==> src/rtl/etpu_pkg.sv <==
// Shared constants and state encoding for the systolic-array sequencing logic.
package etpu_pkg;

  localparam int ARRAY_SIZE = 3;
  localparam int ROW_W      = 24;
  localparam int OUT_W      = 16;
  localparam int LANE_W     = ROW_W / ARRAY_SIZE;

  typedef enum logic [2:0] {
    ST_IDLE   = 3'd0,
    ST_LOAD_W = 3'd1,
    ST_STREAM = 3'd2,
    ST_DRAIN  = 3'd3,
    ST_OUTPUT = 3'd4
  } state_e;

endpackage

==> src/rtl/sysa_sched_skew.sv <==
// Enable-gated diagonal delay line: lane 1 is delayed one enabled cycle,
// lane 2 two enabled cycles. Lane 0 needs no storage and bypasses this block.
module sysa_skew
  import etpu_pkg::*;
(
  input  logic              clk,
  input  logic              rst_n,
  input  logic              clr,
  input  logic              en,
  input  logic [LANE_W-1:0] lane1_in,
  input  logic [LANE_W-1:0] lane2_in,
  output logic [LANE_W-1:0] lane1_out,
  output logic [LANE_W-1:0] lane2_out
);

  logic [LANE_W-1:0] l1_q, l1_d;
  logic [LANE_W-1:0] l2a_q, l2a_d;
  logic [LANE_W-1:0] l2b_q, l2b_d;

  // Shift on enabled cycles only, flush on clear, otherwise hold.
  always_comb begin
    l1_d  = l1_q;
    l2a_d = l2a_q;
    l2b_d = l2b_q;
    if (clr) begin
      l1_d  = '0;
      l2a_d = '0;
      l2b_d = '0;
    end else if (en) begin
      l1_d  = lane1_in;
      l2a_d = lane2_in;
      l2b_d = l2a_q;
    end else begin
      l1_d  = l1_q;
      l2a_d = l2a_q;
      l2b_d = l2b_q;
    end
  end

  // Skew storage with synchronous active-low reset.
  always_ff @(posedge clk) begin
    if (!rst_n) begin
      l1_q  <= '0;
      l2a_q <= '0;
      l2b_q <= '0;
    end else begin
      l1_q  <= l1_d;
      l2a_q <= l2a_d;
      l2b_q <= l2b_d;
    end
  end

  assign lane1_out = l1_q;
  assign lane2_out = l2b_q;

endmodule

==> src/rtl/sysa_sched.sv <==
// Job sequencer for the 3x3 systolic array: loads weights, streams skewed
// input rows, drains the pipeline, captures column outputs and returns them
// one row per beat.
module sysa_sched
  import etpu_pkg::*;
#(
  parameter int N_ROWS  = 3,
  parameter int ARR_LAT = 3
) (
  input  logic                          clk,
  input  logic                          rst_n,
  input  logic                          start,
  input  logic                          abort,
  output logic                          busy,
  output logic                          done,
  input  logic                          wt_valid,
  input  logic [ROW_W-1:0]              wt_data,
  output logic                          wt_ready,
  input  logic                          in_valid,
  input  logic [ROW_W-1:0]              in_data,
  output logic                          in_ready,
  output logic                          sa_en,
  output logic [ARRAY_SIZE*ROW_W-1:0]   sa_w,
  output logic [ROW_W-1:0]              sa_in,
  input  logic [OUT_W-1:0]              sa_out1,
  input  logic [OUT_W-1:0]              sa_out2,
  input  logic [OUT_W-1:0]              sa_out3,
  output logic                          res_valid,
  output logic [ARRAY_SIZE*OUT_W-1:0]   res_data,
  output logic                          res_last,
  input  logic                          res_ready
);

  localparam int CNT_W = $clog2(N_ROWS + ARR_LAT + 5);
  localparam logic [CNT_W-1:0] CNT_ONE    = CNT_W'(1'b1);
  localparam logic [CNT_W-1:0] ECNT_MAX   = '1;
  localparam logic [CNT_W-1:0] N_LAST     = CNT_W'(N_ROWS - 1);
  localparam logic [CNT_W-1:0] DRAIN_LAST = CNT_W'(ARR_LAT + 1);

  state_e                        state_q, state_d;
  logic [1:0]                    w_cnt_q, w_cnt_d;
  logic [CNT_W-1:0]              in_cnt_q, in_cnt_d;
  logic [CNT_W-1:0]              drain_cnt_q, drain_cnt_d;
  logic [CNT_W-1:0]              ecnt_q, ecnt_d;
  logic [CNT_W-1:0]              o_cnt_q, o_cnt_d;
  logic [ARRAY_SIZE*ROW_W-1:0]   sa_w_q, sa_w_d;
  logic [ARRAY_SIZE*OUT_W-1:0]   res_buf_q [N_ROWS];
  logic [ARRAY_SIZE*OUT_W-1:0]   res_buf_d [N_ROWS];
  logic                          done_q, done_d;

  logic                          wt_hs_s, in_hs_s, res_hs_s, en_s, kill_s;
  logic [LANE_W-1:0]             lane1_in_s, lane2_in_s, lane1_dly_s, lane2_dly_s;
  logic [OUT_W-1:0]              sa_out_s [ARRAY_SIZE];

  assign busy      = (state_q != ST_IDLE);
  assign wt_ready  = (state_q == ST_LOAD_W);
  assign in_ready  = (state_q == ST_STREAM);
  assign res_valid = (state_q == ST_OUTPUT);
  assign done      = done_q;
  assign sa_w      = sa_w_q;

  assign wt_hs_s  = wt_valid & wt_ready;
  assign in_hs_s  = in_valid & in_ready;
  assign res_hs_s = res_valid & res_ready;
  // The array only advances on accepted beats or while draining, so bubbles freeze it.
  assign en_s     = in_hs_s | (state_q == ST_DRAIN);
  assign sa_en    = en_s;
  assign kill_s   = abort & busy;

  assign sa_out_s[0] = sa_out1;
  assign sa_out_s[1] = sa_out2;
  assign sa_out_s[2] = sa_out3;

  // Drain pushes zeros into the delay line so it empties behind the last row.
  assign lane1_in_s = in_hs_s ? in_data[2*LANE_W-1:LANE_W]          : '0;
  assign lane2_in_s = in_hs_s ? in_data[3*LANE_W-1:2*LANE_W]        : '0;

  sysa_skew u_skew (
    .clk       (clk),
    .rst_n     (rst_n),
    .clr       (kill_s),
    .en        (en_s),
    .lane1_in  (lane1_in_s),
    .lane2_in  (lane2_in_s),
    .lane1_out (lane1_dly_s),
    .lane2_out (lane2_dly_s)
  );

  // Lane mux: lane 0 direct, lanes 1/2 from the skew; last drain cycle forces zeros.
  always_comb begin
    sa_in = '0;
    if (state_q == ST_STREAM) begin
      sa_in = {lane2_dly_s, lane1_dly_s, (in_hs_s ? in_data[LANE_W-1:0] : {LANE_W{1'b0}})};
    end else if ((state_q == ST_DRAIN) && (drain_cnt_q != DRAIN_LAST)) begin
      sa_in = {lane2_dly_s, lane1_dly_s, {LANE_W{1'b0}}};
    end else begin
      sa_in = '0;
    end
  end

  // Result presentation: current buffered row while in OUTPUT, zero otherwise.
  always_comb begin
    res_data = '0;
    res_last = 1'b0;
    if (state_q == ST_OUTPUT) begin
      for (int r = 0; r < N_ROWS; r++) begin
        res_data = (o_cnt_q == CNT_W'(r)) ? res_buf_q[r] : res_data;
      end
      res_last = (o_cnt_q == N_LAST);
    end else begin
      res_data = '0;
      res_last = 1'b0;
    end
  end

  // Next-state, counters, weight load and result capture.
  always_comb begin
    state_d     = state_q;
    w_cnt_d     = w_cnt_q;
    in_cnt_d    = in_cnt_q;
    drain_cnt_d = drain_cnt_q;
    ecnt_d      = ecnt_q;
    o_cnt_d     = o_cnt_q;
    sa_w_d      = sa_w_q;
    res_buf_d   = res_buf_q;
    done_d      = 1'b0;

    // Column k of row r leaves the array ARR_LAT+k enabled cycles after row r's lane-0 beat.
    if (en_s) begin
      ecnt_d = (ecnt_q != ECNT_MAX) ? (ecnt_q + CNT_ONE) : ecnt_q;
      for (int r = 0; r < N_ROWS; r++) begin
        for (int k = 0; k < ARRAY_SIZE; k++) begin
          res_buf_d[r][k*OUT_W +: OUT_W] = (ecnt_q == CNT_W'(r + k + ARR_LAT)) ?
                                           sa_out_s[k] : res_buf_d[r][k*OUT_W +: OUT_W];
        end
      end
    end else begin
      ecnt_d = ecnt_q;
    end

    case (state_q)
      ST_IDLE: begin
        if (start && !abort) begin
          state_d     = ST_LOAD_W;
          w_cnt_d     = 2'd0;
          in_cnt_d    = '0;
          drain_cnt_d = '0;
          ecnt_d      = '0;
          o_cnt_d     = '0;
        end else begin
          state_d = ST_IDLE;
        end
      end
      ST_LOAD_W: begin
        if (wt_hs_s) begin
          for (int r = 0; r < ARRAY_SIZE; r++) begin
            sa_w_d[r*ROW_W +: ROW_W] = (w_cnt_q == 2'(r)) ? wt_data : sa_w_d[r*ROW_W +: ROW_W];
          end
          w_cnt_d = (w_cnt_q == 2'd2) ? 2'd0 : (w_cnt_q + 2'd1);
          state_d = (w_cnt_q == 2'd2) ? ST_STREAM : ST_LOAD_W;
        end else begin
          state_d = ST_LOAD_W;
        end
      end
      ST_STREAM: begin
        if (in_hs_s) begin
          in_cnt_d = in_cnt_q + CNT_ONE;
          state_d  = (in_cnt_q == N_LAST) ? ST_DRAIN : ST_STREAM;
        end else begin
          state_d = ST_STREAM;
        end
      end
      ST_DRAIN: begin
        drain_cnt_d = drain_cnt_q + CNT_ONE;
        state_d     = (drain_cnt_q == DRAIN_LAST) ? ST_OUTPUT : ST_DRAIN;
      end
      ST_OUTPUT: begin
        if (res_hs_s && (o_cnt_q == N_LAST)) begin
          state_d = ST_IDLE;
          done_d  = 1'b1;
        end else if (res_hs_s) begin
          o_cnt_d = o_cnt_q + CNT_ONE;
        end else begin
          state_d = ST_OUTPUT;
        end
      end
      default: begin
        state_d = ST_IDLE;
      end
    endcase

    // Abort drops the job without a done pulse; loaded weights stay on the bus.
    if (kill_s) begin
      state_d     = ST_IDLE;
      w_cnt_d     = 2'd0;
      in_cnt_d    = '0;
      drain_cnt_d = '0;
      ecnt_d      = '0;
      o_cnt_d     = '0;
      done_d      = 1'b0;
      for (int r = 0; r < N_ROWS; r++) begin
        res_buf_d[r] = '0;
      end
    end else begin
      done_d = done_d;
    end
  end

  // State, counters, weights and result buffer with synchronous active-low reset.
  always_ff @(posedge clk) begin
    if (!rst_n) begin
      state_q     <= ST_IDLE;
      w_cnt_q     <= 2'd0;
      in_cnt_q    <= '0;
      drain_cnt_q <= '0;
      ecnt_q      <= '0;
      o_cnt_q     <= '0;
      sa_w_q      <= '0;
      done_q      <= 1'b0;
      for (int r = 0; r < N_ROWS; r++) begin
        res_buf_q[r] <= '0;
      end
    end else begin
      state_q     <= state_d;
      w_cnt_q     <= w_cnt_d;
      in_cnt_q    <= in_cnt_d;
      drain_cnt_q <= drain_cnt_d;
      ecnt_q      <= ecnt_d;
      o_cnt_q     <= o_cnt_d;
      sa_w_q      <= sa_w_d;
      done_q      <= done_d;
      res_buf_q   <= res_buf_d;
    end
  end

endmodule

==> config.mk <==
export PLATFORM = sky130hd
export DESIGN_NAME = sysa_sched
export DESIGN_NICKNAME = d
export VERILOG_FILES = /design/src/rtl/etpu_pkg.sv /design/src/rtl/sysa_sched_skew.sv /design/src/rtl/sysa_sched.sv
export SDC_FILE = /design/constraint.sdc
export NUM_CORES = 1
export LEC_CHECK = 0
export CORE_ASPECT_RATIO = 1.25
export CORE_UTILIZATION = 46
export DETAILED_ROUTE_END_ITERATION = 7
export MAX_ROUTING_LAYER = met4
export PLACE_DENSITY = 0.73
export SLEW_MARGIN = 20
export SYNTH_ARGS = -nofsm -noshare
export SYNTH_HDL_FRONTEND = slang
export SYNTH_HIERARCHICAL = 1
export SYNTH_SLANG_ARGS = --single-unit
==> constraint.sdc <==
create_clock -name clk -period 2.5 [get_ports clk]
set_clock_uncertainty 0.15 [all_clocks]
set_input_delay 0.75 -clock clk [delete_from_list [all_inputs] [get_ports clk]]
set_output_delay 0.75 -clock clk [all_outputs]
set_load 0.02 [all_outputs]
* After elaboration in Yosys (flattened, before gate mapping)
Cells that the tools add are included.
W data, S select, Z words.
** Word-level totals
- Bits in registers :: 262
- Bits of input ports :: 103
- Output and inout bits :: 151
- Word-level logic and storage cells :: 118
** Operators by class
- $add $sub $neg :: 5
- Eq/ne operators :: 23
- Muxes and demuxes :: 35
- Bitwise operators :: 7
- Reduce and logical (&&, ||, !) cells :: 26
** Operator list (number)
- $mux W48 :: 4
- $mux W24 :: 2
- $mux W4 :: 8
- $mux W8 :: 3
- $pmux W4 S2 :: 3
- $eq A4 B3 Y1 const B :: 5
- $add A4 B1 Y4 const B :: 4
- $pmux W3 S5 :: 1
- $reduce_and A3 Y1 :: 5
- $eq A4 B2 Y1 const B :: 3
- $reduce_and A2 Y1 :: 6
- $mux W2 :: 5
- $mux W3 :: 3
- $reduce_bool A2 Y1 :: 4
- $eq A3 B2 Y1 const B :: 2
- $ne A2 B1 Y1 const B :: 3
- $mux W1 :: 5
- $and A1 B1 Y1 :: 4
- $eq A4 B1 Y1 const B :: 1
- $logic_not A4 Y1 :: 1
- $ne A2 B2 Y1 const B :: 2
- $ne A4 B3 Y1 const B :: 1
- $ne A4 B4 Y1 const B :: 1
- $pmux W2 S2 :: 1
- other kinds (16) :: 19

* Longest topological paths before layout
- Word-level depth :: 6
- Mapped depth :: 8

* Hierarchy
The synthesis kept the hierarchy.
** Modules (own cells, without submodules)
- sysa_sched :: times used 1, cells an instance 1340, area an instance 10391.2 um^2, sequential area each 4764.6 um^2
- sysa_skew :: times used 1, cells an instance 79, area an instance 895.9 um^2, sequential area each 480.5 um^2

* Worst setup path before layout
OpenSTA, ideal clock, no wires.
- Path kind :: register to output
- Start point :: register o_cnt_q[0]
- End point :: output res_data[38]
- Arrival time :: 1.913 ns
- Setup slack :: -0.313 ns
- Stages on the path, launching flop included :: 8
- Cell sequence :: dfxtp_1 -> inv_1 -> ha_1 -> nor3b_1 -> clkbuf_1 -> clkbuf_1 -> a22oi_1 -> nor2_1
** On the way
- Longest elaborated chain between the ends :: 5
- Elaborated cells on any way between the ends :: 7
- Those cells by class :: eq/ne: 2; mux: 4; reduce/logical: 1
** Ends and longest elaborated chain
- start: declaration :: line sysa_sched.sv:45 : logic [CNT_W-1:0] o_cnt_q, o_cnt_d;
- start signal: assignment :: line sysa_sched.sv:229 : o_cnt_q <= o_cnt_d;
- $logic_not A4 Y1 :: line sysa_sched.sv:107 : res_data = (o_cnt_q == CNT_W'(r)) ? res_buf_q[r] : res_data;
- $mux W48 (2 in series) :: line sysa_sched.sv:107
- $mux W48 (*) :: line sysa_sched.sv:107
- $mux W48 (*) :: line sysa_sched.sv:105 : if (state_q == ST_OUTPUT) begin
- end: declaration :: line sysa_sched.sv:29 : output logic [ARRAY_SIZE*OUT_W-1:0] res_data,
Every way passes the cells marked *; elsewhere a longest branch is shown, timed or not.

* Worst setup path in the final report
- Start point :: register o_cnt_q[0]
- End point :: output res_data[34]
Same word-level chain as after synthesis.

==> flow_metrics.py <==
metrics = {
    "timing": {
        "timing.final.ws_setup_ns": -0.451,
        "fin_crit_sh_pct": 118,
        "worstMarginPinSlew_ns": 0.402,
        "max_slew_margin_pct": 73.2,
        "fmax_ghz": 0.339,
        "slew_viol_final": 0,
        "finalSetupViolCount": 73,
        "grt_setup_unrepaired": "yes",
        "fin_hold_ws_ns": 0.300,
        "fin_crit_ns": 2.95,
        "setup_tns_ns": -22.64,
        "finalHoldViolCount": 0,
    },
    "grt": {
        "grt_pass1_wl_um": 51300,
        "grt_pass1_vias": 10500,
        "antenna_found_initial": 0,
        "grt_use_total_pct": 25.8,
        "grt_overflow": 0,
        "grt_start_max_net_pins": 91,
    },
    "yosys": {
        "synth-edff-count": 0,
        "ys_seq_elements": 262,
        "synthArstFlopShare_pct": 0,
        "syn_area_um2": 11300,
        "synthDistinctLibCells": 42,
        "synth-seq-area-share_pct": 46.5,
        "synth_flop_cell": "dfxtp_1",
        "syn-num-nets": 1534,
        "synth.yosys.warnings": 6,
        "avgSynthCellArea_um2": 7.95,
        "syn_inst": 1419,
    },
    "final_layout": {
        "utilization_pct": 69.5,
        "stdcell_count": 2038,
        "drive_gt1_share_pct": 21.8,
        "syn2layout_area_growth_pct": 47.2,
        "fin_nets": 1808,
        "n_antenna_cell": 0,
    },
    "worst_setup_path": {
        "cp-start-kind": "flop",
        "cp_num_cells": 9,
        "crit_type": "reg2out",
        "cp_slowest_stage_delay_ns": 0.34,
        "r2r_cells": 8,
        "critPathTopFamily": "buffers and inverters",
        "crit_arrival_ns": 2.05,
        "required_ns": 1.60,
        "end_kind": "output pin",
        "crit_buf_inv": 5,
        "crit_path_cell_trace": "inv_4 -> ha_4 -> nor3b_4 -> buf_12 -> buf_8 -> buf_6 -> a22oi_2 -> nor2_2 -> buf_6",
        "crit_path_max_fanout": 6,
        "critPathSlowestCell": "dfxtp_2",
        "cp_common_cell": "buf_6",
    },
    "clock_tree": {
        "clock-sinks": 262,
        "h-tree-depth": 1,
        "cts_root_buffer": "clkbuf_16",
        "worstSkewPairLatency_ns": 0.53,
        "clockBufferDepth": 3,
        "numCtsBuffers": 27,
        "cts_tree": "yes",
        "path_clk_slew_ns": 0.06,
    },
    "run_status": {
        "outcome": "finished, violations left",
        "violations": "negative setup slack",
    },
    "route": {
        "vias": 10600,
        "dr.pass1.iters": 5,
        "wl_per_cell_um": 15.8,
        "ant_nets": 0,
        "drt_wl_total_um": 32100,
        "drcViolationCount": 0,
        "detail_route.iter0.violations": 532,
        "viasPerCell": 5.19,
    },
    "placement": {
        "place.gp.congestion": 0.790,
        "pre_cts_ws_ns": -0.737,
        "place_inst": 1957,
        "port_buffers": 253,
        "hpwlAfterDp_um": 19800,
    },
    "hold_path": {
        "hold_depth": 1,
        "hold_path.class": "reg2reg",
    },
    "floorplanning": {
        "floorplan.initialDensity_pct": 47.3,
        "boundaryPins": 254,
        "rows": 63,
        "die_h_um": 177,
        "die-area_um2": 25200,
        "core_um2": 23900,
        "die_w_um": 142,
    },
    "pwr": {
        "p_leak_nw": 5.71,
        "power.density_nw_per_um2": 542,
        "ir_worst_vdd_mv": 0.520,
    },
    "run": {
        "drv_cap": 0,
    },
}
where the power goes:
group          switching [mW]  internal [mW]
clock                    1.67           2.64
combinational           0.243          0.253
sequential             0.0106           4.19
total                    1.93           7.08
cells in the final DEF (no fill, tap or decap), types with 5 or more instances in the layout:
master	instances
nand4_1	7
bufinv_16	5
nand2_1	359
buf_4	58
clkbuf_16	28
nand3b_1	7
mux2i_1	89
a21boi_0	24
and2_1	16
inv_1	8
clkdlybuf4s50_1	173
clkbuf_8	5
clkinv_2	6
o21ai_0	62
nor2_2	48
a21oi_1	88
a22oi_1	26
buf_6	86
xor2_1	5
and2_4	24
ha_1	8
o21ai_1	25
nor2_1	103
nand3_1	59
o21ai_2	7
a22oi_2	22
buf_12	35
dfxtp_1	254
what timing repair did:
item / in CTS / in global routing
cloned: 4 / 1
hold buffers: 0 / 0
setup endpoints to repair: 78 / 77
setup buffers: 23 / 9
hold endpoints to repair: 0 / 0
pin swaps: 28 / 23
resized for setup: 556 / 73
registers in the layout, indices dropped and copies added, names as in the netlist:
name	count
done	1
u_skew/lane1_out	8
in_cnt_q	4
o_cnt_q	4
u_skew/lane2_out	8
w_cnt_q	2
ecnt_q	4
drain_cnt_q	4
u_skew/l2a_q	8
res_buf_q	144
sa_w	72
state_q	3
final timing paths:
kind,startpoint,end,slack [ns]
max reg2reg,state_q[0]$_SDFFE_PP0P_,res_buf_q[69]$_SDFFE_PP0P_,0.46
min reg2reg,drain_cnt_q[3]$_SDFFE_PP0P_,drain_cnt_q[3]$_SDFFE_PP0P_,0.30
max,o_cnt_q[0]$_SDFFE_PP0P_,res_data[34],-0.45
min,drain_cnt_q[3]$_SDFFE_PP0P_,drain_cnt_q[3]$_SDFFE_PP0P_,0.30
kinds of logic (layout without fill, tap and decap cells):
logic type               count (synthesis)  in the layout  share of synthesized area [%]
AND/OR/NAND/NOR                        658            658                           24.9
adder cells (fa/ha/maj)                 12             12                           1.33
multiplexers                            89             89                           7.89
AO/OA/AOI/OAI                          264            264                           13.5
buffers and inverters                  127            421                           5.35
flip-flops                             262            262                           46.5
XOR/XNOR                                 7              7                          0.543
area by class of cell:
| type | count | area, um2 |
|---|---|---|
| Multi-Input combinational cell | 1030 | 5970 |
| Inverter | 12 | 47.5 |
| Tap cell | 325 | 407 |
| Fill cell | 1866 | 7270 |
| Clock inverter | 14 | 204 |
| Sequential cell | 262 | 5270 |
| Timing Repair Buffer | 360 | 3970 |
| Clock buffer | 35 | 756 |
per-layer routing:
| layer | up-vias | GRT usage [%] | part of all wire (%) |
|---|---|---|---|
| met5 | - | - | 0 |
| met1 | 4970 | 29.8 | 41 |
| met4 | 0 | 7.97 | 2.2 |
| met2 | 305 | 44.4 | 49 |
| met3 | 52 | 5.68 | 6.9 |
| li1 | 5254 | - | - |
synth_stat cells (7+ instances only):
| master | number | area share (%) |
|---|---|---|
| mux2i_1 | 89 | 7.9 |
| o21ai_0 | 97 | 4.3 |
| nand2_1 | 362 | 12 |
| nor2_1 | 154 | 5.1 |
| a22oi_1 | 48 | 3.2 |
| nand3b_1 | 7 | 0.47 |
| clkbuf_1 | 70 | 2.3 |
| a21boi_0 | 24 | 1.6 |
| and2_1 | 40 | 2.2 |
| nand4_1 | 7 | 0.39 |
| dfxtp_1 | 262 | 46 |
| buf_1 | 9 | 0.30 |
| a21oi_1 | 88 | 3.9 |
| buf_2 | 22 | 0.98 |
| nand3_1 | 59 | 2.6 |
| inv_1 | 12 | 0.40 |
| ha_1 | 12 | 1.3 |
through the flow:
| stage | cell area, um2 | total power, mW |
|---|---|---|
| after global routing | 16600 | 9.29 |
| after floorplan | 11400 | 4.46 |
| after CTS | 16300 | 9.09 |
| after global placement | 14800 | 4.77 |
| after detailed placement | 14800 | 4.78 |
| final | 16600 | 9.01 |
worst register-to-register path, cell delays in order (launching register included):
cell and delay (ns):
dfxtp_4 0.37, buf_6 0.12, buf_4 0.15, nor2_2 0.07, buf_4 0.18, or3_2 0.49
buf_12 0.21, nand2_1 0.12, a21oi_1 0.07
(Power assumes the default switching activity.)
==> patch 1, RTL diff (config.mk and constraints unchanged) <==
Make the reset (`rst_n`) asynchronous in 2 clocked blocks. Comments in the files are not updated.
--- a/src/rtl/sysa_sched_skew.sv
+++ b/src/rtl/sysa_sched_skew.sv
@@ -38,7 +38,7 @@
   end
 
   // Skew storage with synchronous active-low reset.
-  always_ff @(posedge clk) begin
+  always_ff @(posedge clk or negedge rst_n) begin
     if (!rst_n) begin
       l1_q  <= '0;
       l2a_q <= '0;
--- a/src/rtl/sysa_sched.sv
+++ b/src/rtl/sysa_sched.sv
@@ -207,7 +207,7 @@
   end
 
   // State, counters, weights and result buffer with synchronous active-low reset.
-  always_ff @(posedge clk) begin
+  always_ff @(posedge clk or negedge rst_n) begin
     if (!rst_n) begin
       state_q     <= ST_IDLE;
       w_cnt_q     <= 2'd0;
Check against the original RTL: differs if rst_n is asserted again (counterexample within 4 cycles, from zero or initial values and one cycle with rst_n low); with rst_n held inactive, the same outputs for 4 cycles.
==> patch 1 against the unedited design <==
  * The run still ends with setup timing left
  * Count of clock-buffer cells in the layout is 7 higher
  * Register-to-register slack worse by 0.26 ns
  * Sequential share of layout area is 4.6 points higher
  * Design area is 8.6% higher
  * Synthesized area is 6.1% higher
  * Sequential cell count stayed put
  * Setup slack worse by 0.27 ns
  * Wire length is 4.4% higher
Power is not compared: it rests on default switching activity, and its combinational part moved more than twofold at a synthesized area within 25%.
==> patch 1: results (changes against the unedited design) <==
RUN_STATUS='finished with violations'
VIOLATED_CHECKS='setup timing'
ROWS=65  # +3.2%
DR.PASS1.ITERS=4  # -1
COUNT_OF_BUFFERS_NOT_BELONGING_TO_THE_CLOCK_NETWORK_IN_THE_LAYOUT=387  # +7.5%
GROUTE.LAYER.MET3.USAGE_PCT=4.850  # -0.83 points
AREA.SHARE.SEQUENTIAL_PCT=36.33  # +4.6 points
GRT_PASS1_VIAS=10161  # -2.9%
WP_DATA_ARRIVAL_NS=2.33  # +0.28 ns
NUM-FILL-CELLS=1838  # -1.5%
CRIT_PATH_END='res_data[4]'
WORSTREG2REGEND='drain_cnt_q[1]'
CRIT-REG2REG-LAUNCH='drain_cnt_q[1]'
MIN_DELAY_WORST_ENDPOINT='sa_w[46]'
SYNTH.CELLS.MOST_FREQUENT='262 x sky130_fd_sc_hd__dfrtp_1, 141 x sky130_fd_sc_hd__nand2_1, 120 x sky130_fd_sc_hd__nor2_1'
ROUTE.VIAS.TOTAL=9534  # -9.9%
PIN_COUNT_OF_THE_BIGGEST_NET_ENTERING_GLOBAL_ROUTING=115  # +26%
PLACED_CELLS=1669  # -15%
VIA_PER_INST=5.368  # +3.4%
CRITPATHSLOWESTCELL='sky130_fd_sc_hd__dfrtp_1'
FINAL_CRITICAL_PATH_SETUP_SLACK_NS=-0.7257  # -0.2742 ns
DPL-INSTANCE-AREA_UM2=15840  # +6.9%
INITIALDRTVIOLATIONCOUNT=450  # -15%
BUFFER_AREA_SHARE_PCT=23.42  # -0.46 points
ROUTE.MET3.WL_UM=2015  # -9.7%
NNETSFINAL=1536  # -15%
SETUP_VIOL=76  # +4.1%
patch 1: changes by cell type in the layout (fill, tap and decap cells not counted), moves of 25 or more:
cell | unedited run | this run
sky130_fd_sc_hd__nand2_1 | 359 | 139
sky130_fd_sc_hd__dfrtp_1 | 0 | 262
sky130_fd_sc_hd__nor2_2 | 48 | 1
sky130_fd_sc_hd__mux2_2 | 0 | 73
sky130_fd_sc_hd__o21ai_0 | 62 | 3
sky130_fd_sc_hd__nand3_1 | 59 | 8
sky130_fd_sc_hd__o21ai_1 | 25 | 0
sky130_fd_sc_hd__dfxtp_1 | 254 | 0
patch 1: what timing repair did:
action,4_1_cts,5_1_grt
setup endpoints to repair,78,79
endpoints found under the hold margin,36,0
pin swaps,29,56
resized for setup,543,49
hold buffers,1,0
setup buffers,42,13
gates cloned,8,3
patch 1: power by group:
part	internal, W	switching, W
clock	0.00253	0.00164
combinational	0.00228	0.00234
sequential	0.00486	0.000339
==> patch 2, RTL diff (same settings) <==
Made on the original files. The parameter `N_ROWS` goes from 3 to 6.
--- a/src/rtl/sysa_sched.sv
+++ b/src/rtl/sysa_sched.sv
@@ -4,7 +4,7 @@
 module sysa_sched
   import etpu_pkg::*;
 #(
-  parameter int N_ROWS  = 3,
+  parameter int N_ROWS  = 6,
   parameter int ARR_LAT = 3
 ) (
   input  logic                          clk,
Behaviour: no difference found for any inputs over 4 cycles, from zero or initial values and one cycle with rst_n low; that may be too few to reach the edited logic, so the function may still have changed.
==> patch 2 against the unedited design <==
  * The run still ends with setup timing left
  * Total power increased by 53%
  * Non-clock buffer count up 90
  * Setup slack got worse by 0.30 ns
  * Via count up 99%
  * Synthesized area up 80%
  * Design area is 59% higher
  * Die area grew 79%
  * Sequential cell count rose by 144
  * Wire length up 120%
  * Critical path type unchanged
  * Critical endpoint is now res_data[19]
==> patch 2: results (changes against the unedited design) <==
GR-USAGE-MET2_PCT=50.65  # +6.3 points
FINAL.SETUP.TNS_NS=-41.30  # -18.66 ns
RUN_STATUS='finished with violations'
WORST_IR_DROP_VDD_uV=648.3  # +25%
GROUTE.LAYER.MET3.USAGE_PCT=5.573  # -0.11 points
REG2REG_SLACK_NS=0.18  # -0.28 ns
SYNTH.MUX.AREA_FRACTION_PCT=3.543  # -4.3 points
MAPPEDNETLISTNETS=2619  # +71%
YOSYS.AREA_SHARE.ADDER_PCT=0.7381  # -0.59 points
ANTENNA-DIODE-COUNT=0  # unchanged
CLOCK_INSERTION_DELAY_WORST_SKEW_NS=0.56  # +0.03 ns
NUM-FILL-CELLS=3698  # +98%
GRT.MET1_USAGE_PCT=37.39  # +7.6 points
SETUP_VIOL=77  # +5.5%
YOSYSUNIQUECELLTYPES=56  # +33%
VIOLATED_CHECKS='setup timing'
LEADING_POST_SYNTHESIS_CELLS_BY_CELL_AREA='sky130_fd_sc_hd__dfxtp_1 40%, sky130_fd_sc_hd__o31ai_1 11%, sky130_fd_sc_hd__nand4_1 8.9%, sky130_fd_sc_hd__a21oi_1 7.7%, sky130_fd_sc_hd__nand2_1 5.6%'
LARGEST_REGISTER_FFS=288  # +100%
LARGEST_FANOUT_OF_ANY_NET_ON_THE_CRITICAL_PATH=11  # +5
PLACE_CONGESTION=0.8355  # +5.8%
CRIT_PATH_END='res_data[19]'
FINAL_CRITICAL_PATH_SETUP_SLACK_NS=-0.7541  # -0.3027 ns
WP_DATA_ARRIVAL_NS=2.35  # +0.30 ns
HPWL_UM=40280  # +100%
WORST_SLEW_PIN_SLEW_NS=0.8110  # +0.4094 ns
SEQ_TOTAL_AREA_YOSYS_PCT=39.96  # -6.5 points
DRIVE_GT1_SHARE_PCT=16.59  # -5.2 points
CTS.HTREE.LEVELS=2  # +1
INITIALDRTVIOLATIONCOUNT=2683  # +400%
CRITPATHSLOWESTCELL='sky130_fd_sc_hd__or4b_4'
STARTPOINT='o_cnt_q[3]'
TIMING.CRITICAL_PATH.SLOWEST_CELL_DELAY_NS=0.66  # +0.32 ns
CLOCKROOTBUFFER='sky130_fd_sc_hd__clkbuf_16'
NNETSFINAL=2782  # +54%
GRT_ANTENNA_BEFORE_REPAIR=1  # +1
WORSTREG2REGEND='res_buf_q[106]'
GRT_PASS1_VIAS=20284  # +94%
GLOBAL_ROUTE.USAGE.TOTAL_PCT=30.74  # +4.9 points
CPLARGESTDELAYFAMILY='simple AND/OR/NAND/NOR gates'
LEAKAGE_nW=8.903  # +56%
PIN_COUNT_OF_THE_BIGGEST_NET_ENTERING_GLOBAL_ROUTING=152  # +67%
## patch 2: cell count changes after synthesis, sizes merged, moves of 44 or more
cell and delta:
o31ai +291, nand4 +281, a21oi +223, dfxtp +144, clkbuf +127, nor2 -122, buf +89, nand2 -61
nor2b +50, o211ai +50, a22oi -48, a32o +44
## patch 2: tightest hold or removal path, cell delays in order, from the launching register on
cell                      delay, ns
sky130_fd_sc_hd__dfxtp_1       0.31
sky130_fd_sc_hd__nand2_1       0.05
sky130_fd_sc_hd__mux2i_1       0.05
## patch 2: layout make-up
cell class	instances	area share, %
Multi-Input combinational cell	1753	41.90
Sequential cell	406	30.86
Timing Repair Buffer	450	19.28
Clock buffer	60	4.664
Tap cell	565	2.681
Clock inverter	11	0.4128
Inverter	14	0.1993
## patch 2: logic make-up (layout without fill, tap and decap cells)
kind of cell / count (synthesis) / in the layout
flip-flops: 406 / 406
adder cells (fa/ha/maj): 12 / 12
XOR/XNOR: 1 / 1
multiplexers: 72 / 72
AO/OA/AOI/OAI: 860 / 860
buffers and inverters: 345 / 535
AND/OR/NAND/NOR: 808 / 808
## patch 2: power breakdown
part           internal, W  switching [W]  total, W
Sequential         0.00648     0.00000971   0.00649
Clock              0.00361        0.00264   0.00625
Combinational     0.000392       0.000644   0.00104
## patch 2: per-layer routing
metal | wire length, um | share of wire, %
met5 | 0 | 0
met4 | 2165 | 3.1
met3 | 6399 | 9.1
met2 | 34270 | 49
met1 | 27560 | 39
## patch 2: how the worst min path moves through the flow
stage                       start       endpoint  slack [ns]  cells past startpoint
floorplan           res_buf_q[29]  res_buf_q[29]        0.30                      2
CTS                      sa_w[61]       sa_w[61]        0.32                      2
finish                   sa_w[48]       sa_w[48]        0.31                      2
global route        res_buf_q[98]  res_buf_q[98]        0.33                      2
detailed placement       sa_w[62]       sa_w[62]        0.30                      2
global placement         sa_w[54]       sa_w[54]        0.29                      2
## patch 2: what timing repair did
| item | CTS | global route |
|---|---|---|
| pin swaps | 30 | 32 |
| hold buffers | 0 | 0 |
| setup buffers | 31 | 20 |
| endpoints found under the setup margin | 79 | 84 |
| resized for setup | 520 | 83 |
| gates cloned | 3 | 4 |
## patch 2: through the flow
stage                     cell area, um2  instances  power (W)  setup WS (ns)
after floorplan                    20370       2504   0.007087       -0.04101
after detailed placement           24120       3140   0.007617        -0.7436
after global routing               26370       3259    0.01420        -0.7891
final                              26370       3259    0.01378        -0.7541
after CTS                          25950       3242    0.01383        -0.7751
after global placement             24120       3140   0.007607        -0.7584
